File: config.mk
export PLATFORM = sky130hd
export DESIGN_NAME = dtcore32_lsu
export DESIGN_NICKNAME = d
export VERILOG_FILES = /design/src/rtl/dtcore32_lsu.sv
export SDC_FILE = /design/constraint.sdc
export NUM_CORES = 1
export LEC_CHECK = 0
export CORE_MARGIN = 1.5
export CORE_UTILIZATION = 41
export CTS_BUF_LIST = sky130_fd_sc_hd__clkbuf_8 sky130_fd_sc_hd__clkbuf_16
export CTS_CLUSTER_DIAMETER = 80
export DETAILED_ROUTE_END_ITERATION = 7
export GPL_TIMING_DRIVEN = 1
export PLACE_DENSITY_LB_ADDON = 0.05
export REMOVE_ABC_BUFFERS = 1
export SETUP_SLACK_MARGIN = 0.2
export SYNTH_ARGS = -nofsm -noshare
export SYNTH_HDL_FRONTEND = slang
export SYNTH_SLANG_ARGS = --single-unit
File: constraint.sdc
create_clock -name clk -period 3.8 [get_ports clk]
set_clock_uncertainty 0.2 [all_clocks]
set_input_delay 0.76 -clock clk [delete_from_list [all_inputs] [get_ports clk]]
set_output_delay 0.76 -clock clk [all_outputs]
set_load 0.01 [all_outputs]
File: src/rtl/dtcore32_lsu.sv
// dtcore32_lsu: memory-stage load/store unit driving a single-outstanding req/gnt data bus.
// Define DTCORE32_LSU_MISALIGN_TRAP_EN to trap misaligned accesses without issuing them to the bus.
module dtcore32_lsu #(
    parameter int TIMEOUT_CYCLES = 255
) (
    input  logic        clk,
    input  logic        rst_n,
    input  logic        req_valid_i,
    input  logic [4:0]  mem_op_i,
    input  logic [31:0] addr_i,
    input  logic [31:0] store_wdata_i,
    input  logic        flush_i,
    output logic        stall_o,
    output logic        done_o,
    output logic [31:0] load_rdata_o,
    output logic        trap_valid_o,
    output logic [31:0] trap_mcause_o,
    output logic        bus_req_o,
    output logic        bus_we_o,
    output logic [31:0] bus_addr_o,
    output logic [3:0]  bus_wstrb_o,
    output logic [31:0] bus_wdata_o,
    input  logic        bus_gnt_i,
    input  logic        bus_rvalid_i,
    input  logic [31:0] bus_rdata_i,
    input  logic        bus_err_i
);
    localparam int CW = $clog2(TIMEOUT_CYCLES + 1);
    typedef enum logic [1:0] {IDLE, REQ, RSP, DONE} state_t;
    state_t state_q, state_d;
    logic [3:0] op_q;
    logic [1:0] lo_q;
    logic [CW-1:0] cnt_q;
    logic drop_q, accept, misal, timeout, st, ok;
    logic [3:0] strb;
    logic [31:0] wdata, fmt;
    logic [15:0] lane_h;
    logic [7:0] lane_b;
    // mem_op: [4] access, [3] store, [2] unsigned, [1:0] size (0 byte, 1 half, 2 word)
    assign accept = state_q == IDLE && req_valid_i && mem_op_i[4];
`ifdef DTCORE32_LSU_MISALIGN_TRAP_EN
    assign misal = (mem_op_i[1:0] == 2'b01 && addr_i[0]) || (mem_op_i[1:0] == 2'b10 && addr_i[1:0] != 2'b00);
`else
    assign misal = 1'b0;
`endif
    assign timeout = cnt_q >= CW'(TIMEOUT_CYCLES - 1);
    assign st = state_q == IDLE ? mem_op_i[3] : op_q[3];
    assign ok = state_q == RSP && bus_rvalid_i && !bus_err_i;
    assign strb = !mem_op_i[3] ? 4'b0000 : mem_op_i[1] ? 4'b1111 :
                  mem_op_i[0] ? (addr_i[1] ? 4'b1100 : 4'b0011) : 4'b0001 << addr_i[1:0];
    assign wdata = !mem_op_i[3] ? 32'd0 : mem_op_i[1] ? store_wdata_i :
                   mem_op_i[0] ? {2{store_wdata_i[15:0]}} : {4{store_wdata_i[7:0]}};
    assign lane_b = bus_rdata_i[{lo_q, 3'b000} +: 8];
    assign lane_h = lo_q[1] ? bus_rdata_i[31:16] : bus_rdata_i[15:0];
    assign fmt = op_q[1] ? bus_rdata_i : op_q[0] ? {{16{!op_q[2] && lane_h[15]}}, lane_h} :
                 {{24{!op_q[2] && lane_b[7]}}, lane_b};
    assign stall_o = accept || state_q == REQ || state_q == RSP;
    assign done_o = state_q == DONE;
    assign bus_req_o = state_q == REQ;
    always_comb begin
        state_d = state_q;
        case (state_q)
            IDLE: if (accept) state_d = misal ? DONE : REQ;
            REQ:
                if (flush_i) state_d = bus_gnt_i ? RSP : IDLE;
                else if (timeout) state_d = DONE;
                else if (bus_gnt_i) state_d = RSP;
            RSP: if (bus_rvalid_i || timeout) state_d = (drop_q || flush_i) ? IDLE : DONE;
            DONE: state_d = IDLE;
        endcase
    end
    always_ff @(posedge clk or negedge rst_n) begin
        if (!rst_n) state_q <= IDLE;
        else state_q <= state_d;
    end
    always_ff @(posedge clk or negedge rst_n) begin
        if (!rst_n) begin
            op_q <= '0;
            lo_q <= '0;
            cnt_q <= '0;
            drop_q <= 1'b0;
            bus_we_o <= 1'b0;
            bus_addr_o <= '0;
            bus_wstrb_o <= '0;
            bus_wdata_o <= '0;
            load_rdata_o <= '0;
            trap_valid_o <= 1'b0;
            trap_mcause_o <= '0;
        end else begin
            if (accept) begin
                op_q <= mem_op_i[3:0];
                lo_q <= addr_i[1:0];
                bus_we_o <= mem_op_i[3];
                bus_addr_o <= {addr_i[31:2], 2'b00};
                bus_wstrb_o <= strb;
                bus_wdata_o <= wdata;
            end
            cnt_q <= accept ? '0 : (state_q == REQ || state_q == RSP) ? cnt_q + 1'b1 : cnt_q;
            if (accept) drop_q <= 1'b0;
            else if (flush_i && (state_q == RSP || (state_q == REQ && bus_gnt_i))) drop_q <= 1'b1;
            // codes: 4/6 misaligned load/store, 5/7 load/store access fault
            if (state_d == DONE) begin
                load_rdata_o <= ok && !st ? fmt : 32'd0;
                trap_valid_o <= !ok;
                trap_mcause_o <= ok ? 32'd0 : {29'd0, 1'b1, st, state_q != IDLE};
            end
        end
    end
endmodule

==> flow_summary.toml <==
[worst_setup_path]
cpLargestDelayFamily = "buffers and inverters"
cp_num_buf_inv = 2
cp-start-kind = "register"
critPathMaxStageDelay_ns = 0.48
worstPathRequired_ns = 2.84
worstSetupPathType = "register to primary output"
cp_slowest_cell = "clkdlybuf4s50_1"
worstSetupEndpointType = "primary output"
r2r_slack_ns = 0.92
cp_max_fo = 5
worstPathArrival_ns = 2.27
path_cells = "inv_1, ha_1, and3_2, or3_1, clkdlybuf4s50_1"

[worst_hold_path]
min_path_type = "primary input to async pin"

[floorplanning]
row_count = 44
die_height_um = 126
ios = 245
fp.dieW_um = 126
dieArea_um2 = 15800
core_area_um2 = 14600
initial_utilization = 0.423

[cts]
clkLatencyLatePin_ns = 0.41
clockBufferDepth = 2
h-tree-depth = 4
cts.sinks = 118
postCtsResizedCells = 0
cts_tree = "yes"
holdBufCountCts = 0
numCtsBuffers = 17
clock-root-buffer = "clkbuf_16"
path_clk_slew_ns = 0.05
cts_setup_buffers = 0

[global_route]
grt_max_degree = 78
track_usage = 0.225
antenna_found_initial = 0
grt_first_pass_wirelength_mm = 28.1
grt_pass1_vias = 5331
grt_overflow_total = 0

[yosys]
syn_inst = 626
synth-edff-count = 0
synth_top_family_by_area = "compound AO/OA/AOI/OAI gates"
async_reset_ff_frac = 1.00
synth-seq-cells = 118
ys_seq_area_frac = 0.477
synth_fa_ha_area_frac = 0.0141
postSynthAreaPerCell_um2 = 9.89
synth_flop_cell = "dfrtp_1"
synth.mux.area_fraction = 0.138
synth_compound_area_frac = 0.146
yosys.area_share.xor_xnor = 0.00707
synth_area_um2 = 6190
yosys.area.top_type_share = 0.477
ys_warn_count = 0
synthTopCellsByArea = "dfrtp_1 48%, nand2_1 9.0%, mux2_4 6.5%"
synth_cell_types = 46
synth-simple-area-share = 0.142
synth_top_cell_by_area = "dfrtp_1"

[sta]
setup_violations = 0
fmax_mhz = 309
drv_slew = 0
min_period_ns = 3.23
fin_ws_ns = 0.566
slew_headroom = 0.421
tightestPinTransition_ns = 0.869
final_hold_viol_count = 0
fin_crit_sh = 0.851
rsz0062_at_grt = "no"

[placed_design]
dp_hpwl_mm = 11.8
port_buffers = 213
dpl_worst_slack_ns = 0.530
place_congestion = 0.882

[routing]
viasPerCell = 5.17
ant_nets = 0
wire_per_inst_um = 17.0
routed_wl_mm = 17.4
drtIter0Drc = 232
route.detailed.drc = 17
dr.pass1.iters = 8
via_count = 5292

[power_and_ir_drop]
ir_drop_mv = 0.362
finalPower_mw = 6.40
cellPowerDensity_nw_per_um2 = 720
power.leakage_nw = 4.21

[flow_run]
cap_viol_max_count = 0

[finish]
n_fill_cell = 1227
diodes = 0
nets = 942
area_delta_synth_final_pct = 43.8
fin_util = 0.608
drive_above_1_share = 0.100

[outcome]
status = "finished with violations"
violations = "DRC"
layer usage:
| metal | GRT usage | wire, um | vias up |
|---|---|---|---|
| met5 | 0 | 0 | - |
| met4 | 0.0629 | 189 | 0 |
| met3 | 0.0867 | 1540 | 16 |
| met2 | 0.358 | 8200 | 204 |
| met1 | 0.286 | 7500 | 2572 |
| li1 | - | - | 2500 |
metrics by stage:
stage | hold WS [ns] | setup TNS, ns | instances | instance area [um^2]
6_report | 0.251 | 0 | 1024 | 8900
3_3_place_gp | 0.253 | 0 | 992 | 8360
5_1_grt | 0.291 | 0 | 1024 | 8900
2_1_floorplan | 0.263 | -23.57 | 585 | 5890
3_5_place_dp | 0.264 | 0 | 992 | 8360
4_1_cts | 0.271 | 0 | 1024 | 8900
worst paths after layout:
| check | start | endpoint | cells past startpoint |
|---|---|---|---|
| worst max-delay path | state_q[0] | stall_o | 5 |
| worst min-delay path | rst_n | load_rdata_o[4] | 1 |
| worst max register to register | state_q[0] | bus_wdata_o[11] | 6 |
| worst min register to register | bus_wdata_o[1] | bus_wdata_o[1] | 2 |
| max in group asynchronous | rst_n | bus_wdata_o[24] | 2 |
| min in group clk | bus_wdata_o[1] | bus_wdata_o[1] | 2 |
cell usage in the layout (no fill, tap or decap), types with 2 or more instances in the layout:
cell and instances:
o2111ai_1 2, a32oi_2 2, nor2b_1 2, clkbuf_16 17, o211a_1 18, nand4_1 4, xor2_1 4, clkinv_2 7
or3_1 3, dfrtp_1 118, buf_4 9, clkbuf_8 2, clkinvlp_4 2, o21ai_0 35, mux2i_1 38, o22ai_1 8
nand3_1 9, mux2_4 27, ha_1 7, a211oi_1 8, a221oi_1 7, buf_12 2, a21o_1 2, o221ai_1 2
nor2_1 38, inv_1 17, mux2_2 6, o21ai_2 2, nand2_1 149, a22o_1 15, conb_1 31, a21oi_1 17
clkdlybuf4s50_1 212
report_power, final:
group	total, mW	internal, mW	switching [mW]
clock	1.48	0.915	0.565
combinational	2.82	1.45	1.37
sequential	2.10	1.74	0.367
total	6.40	4.10	2.30
sequential cells by signal (all words and copies together) (netlist names):
signal and flops:
lo_q 2, drop_q 1, trap_mcause_o 2, state_q 2
bus_wdata_o 32, cnt_q 8, load_rdata_o 32, bus_wstrb_o 4
bus_addr_o 30, bus_we_o 1, trap_valid_o 1, op_q 3
synthesized netlist by cell type, drive strengths merged, types with 8 or more instances:
cell type,instances
nand3,10
a22o,15
buf,43
mux2i,38
a21oi,17
nor2,38
o211a,18
nand2,149
o22ai,8
a211oi,8
dfrtp,118
mux2,33
clkbuf,28
inv,14
o21ai,38
kinds of logic after synthesis:
group                    after synthesis
AO/OA/AOI/OAI                        124
XOR/XNOR                               5
adder cells (fa/ha/maj)                7
buffers and inverters                 85
flip-flops                           118
multiplexers                          71
other                                  1
AND/OR/NAND/NOR                      215
layout make-up:
cell class / count / area (um^2) / area share
timing repair buffer: 223 / 2230 / 0.251
tap: 184 / 230 / 0.0259
sequential: 118 / 2950 / 0.332
inverter: 14 / 52.6 / 0.00590
multi-input combinational: 453 / 2890 / 0.325
clock buffer: 19 / 453 / 0.0509
clock inverter: 13 / 91.3 / 0.0103
Power figures use the tool's default switching activity.
==> RTL edit (same flow settings) <==
Add a define of `DTCORE32_LSU_MISALIGN_TRAP_EN`.
--- a/src/rtl/dtcore32_lsu.sv
+++ b/src/rtl/dtcore32_lsu.sv
@@ -1,4 +1,6 @@
 // dtcore32_lsu: memory-stage load/store unit driving a single-outstanding req/gnt data bus.
 // Define DTCORE32_LSU_MISALIGN_TRAP_EN to trap misaligned accesses without issuing them to the bus.
+`define DTCORE32_LSU_MISALIGN_TRAP_EN
+
 module dtcore32_lsu #(
     parameter int TIMEOUT_CYCLES = 255
Check against the original RTL: not equivalent (a bounded check fails within 4 cycles, from zero or initial values and one cycle with rst_n low).
==> RTL edit against the unedited design <==
  * Area after synthesis shrank 2.6%
  * Critical path depth is the same
  * Wire length shrank 4.0%
  * Cell area shrank 0.73%
  * Total power grew 1.3%
  * Sequential cell count is the same
  * Hold slack lost 0.0079 ns
  * Worst setup slack lost 0.039 ns
  * Largest power group unchanged
==> RTL edit: results (changes against the unedited design) <==
Multi-Input Combinational 473 (was 453); share of the final layout cell area in sequential cells 0.334 (was 0.332); wire length of the first global-routing pass 27300 um (was 28100 um); largest net degree at the start of global routing 75 (was 78); GRT met1 Usage 0.270 (was 0.286); pre-CTS worst setup slack 0.528 ns (was 0.530 ns); VDD IR-drop max 0.365 mV (was 0.362 mV); count of clock-net buffers in the final layout 22 (was 19); relative area of clock buffers and inverters in the final design 0.0728 (was 0.0612); cell types with the highest counts after synthesis 158 x sky130_fd_sc_hd__nand2_1, 118 x sky130_fd_sc_hd__dfrtp_1, 52 x sky130_fd_sc_hd__nor2_1 (was 149 x sky130_fd_sc_hd__nand2_1, 118 x sky130_fd_sc_hd__dfrtp_1, 38 x sky130_fd_sc_hd__mux2i_1, 38 x sky130_fd_sc_hd__nor2_1, 35 x sky130_fd_sc_hd__o21ai_0); half-perimeter wire length after detailed placement 11800 um (about the same); overall fraction of global-route tracks in use 0.221 (was 0.225); outcome finished clean (was finished with violations); GPL Wtd Cong 0.864 (was 0.882); CP arrival 2.31 ns (was 2.27 ns); filler cell count in the final layout 1231 (was 1227); standby leakage power 4.11 nW (was 4.21 nW); FF+latch count 118 (unchanged); met3 Use GR 0.0936 (was 0.0867); dpl cells 1010 (was 992); non-clock buffering overhead in the final layout 0.253 (was 0.251); post-synthesis adder-cell area fraction 0.0145 (was 0.0141); cells taking the most area after synthesis sky130_fd_sc_hd__dfrtp_1 49%, sky130_fd_sc_hd__nand2_1 9.8%, sky130_fd_sc_hd__mux2i_1 5.8% (was sky130_fd_sc_hd__dfrtp_1 48%, sky130_fd_sc_hd__nand2_1 9.0%, sky130_fd_sc_hd__mux2_4 6.5%); Slew @ Worst Pin 0.979 ns (was 0.869 ns); sequential cell area fraction in the yosys report 0.490 (was 0.477); crit-path max FO 6 (was 5); non-clock inverter instance count of the final layout 11 (was 14); xor and xnor area share after synthesis 0.00872 (was 0.00707); multi-input combinational area share 0.309 (was 0.325); Non-CTS buffers 224 (was 223); post-synthesis cell area 6030 um2 (was 6190 um2); DRT Wirelength 16700 um (was 17400 um); multiplexer fraction of the synthesized cell area 0.0899 (was 0.138); via density per instance 5.06 (was 5.17); Detail Route met2 WL 7730 um (was 8200 um)
[RTL edit: power breakdown]
group	internal (W)	switching, W
clock	0.00118	0.000558
sequential	0.00173	0.000380
combinational	0.00137	0.00127
total	0.00428	0.00221
[RTL edit: worst paths after layout]
check	start	endpoint	slack, ns	cells past startpoint
hold / removal	rst_n	bus_addr_o[28]$_DFFE_PN0N_	0.24	1
min in group clk	bus_wdata_o[5]$_DFFE_PN0N_	bus_wdata_o[5]$_DFFE_PN0N_	0.27	2
hold reg to reg	bus_wdata_o[5]$_DFFE_PN0N_	bus_wdata_o[5]$_DFFE_PN0N_	0.27	2
setup / recovery	state_q[1]$_DFF_PN0_	stall_o	0.53	5
setup reg to reg	state_q[0]$_DFF_PN0_	bus_wstrb_o[1]$_DFFE_PN0N_	0.91	6
max in group asynchronous	rst_n	op_q[2]$_DFFE_PN0N_	2.31	2
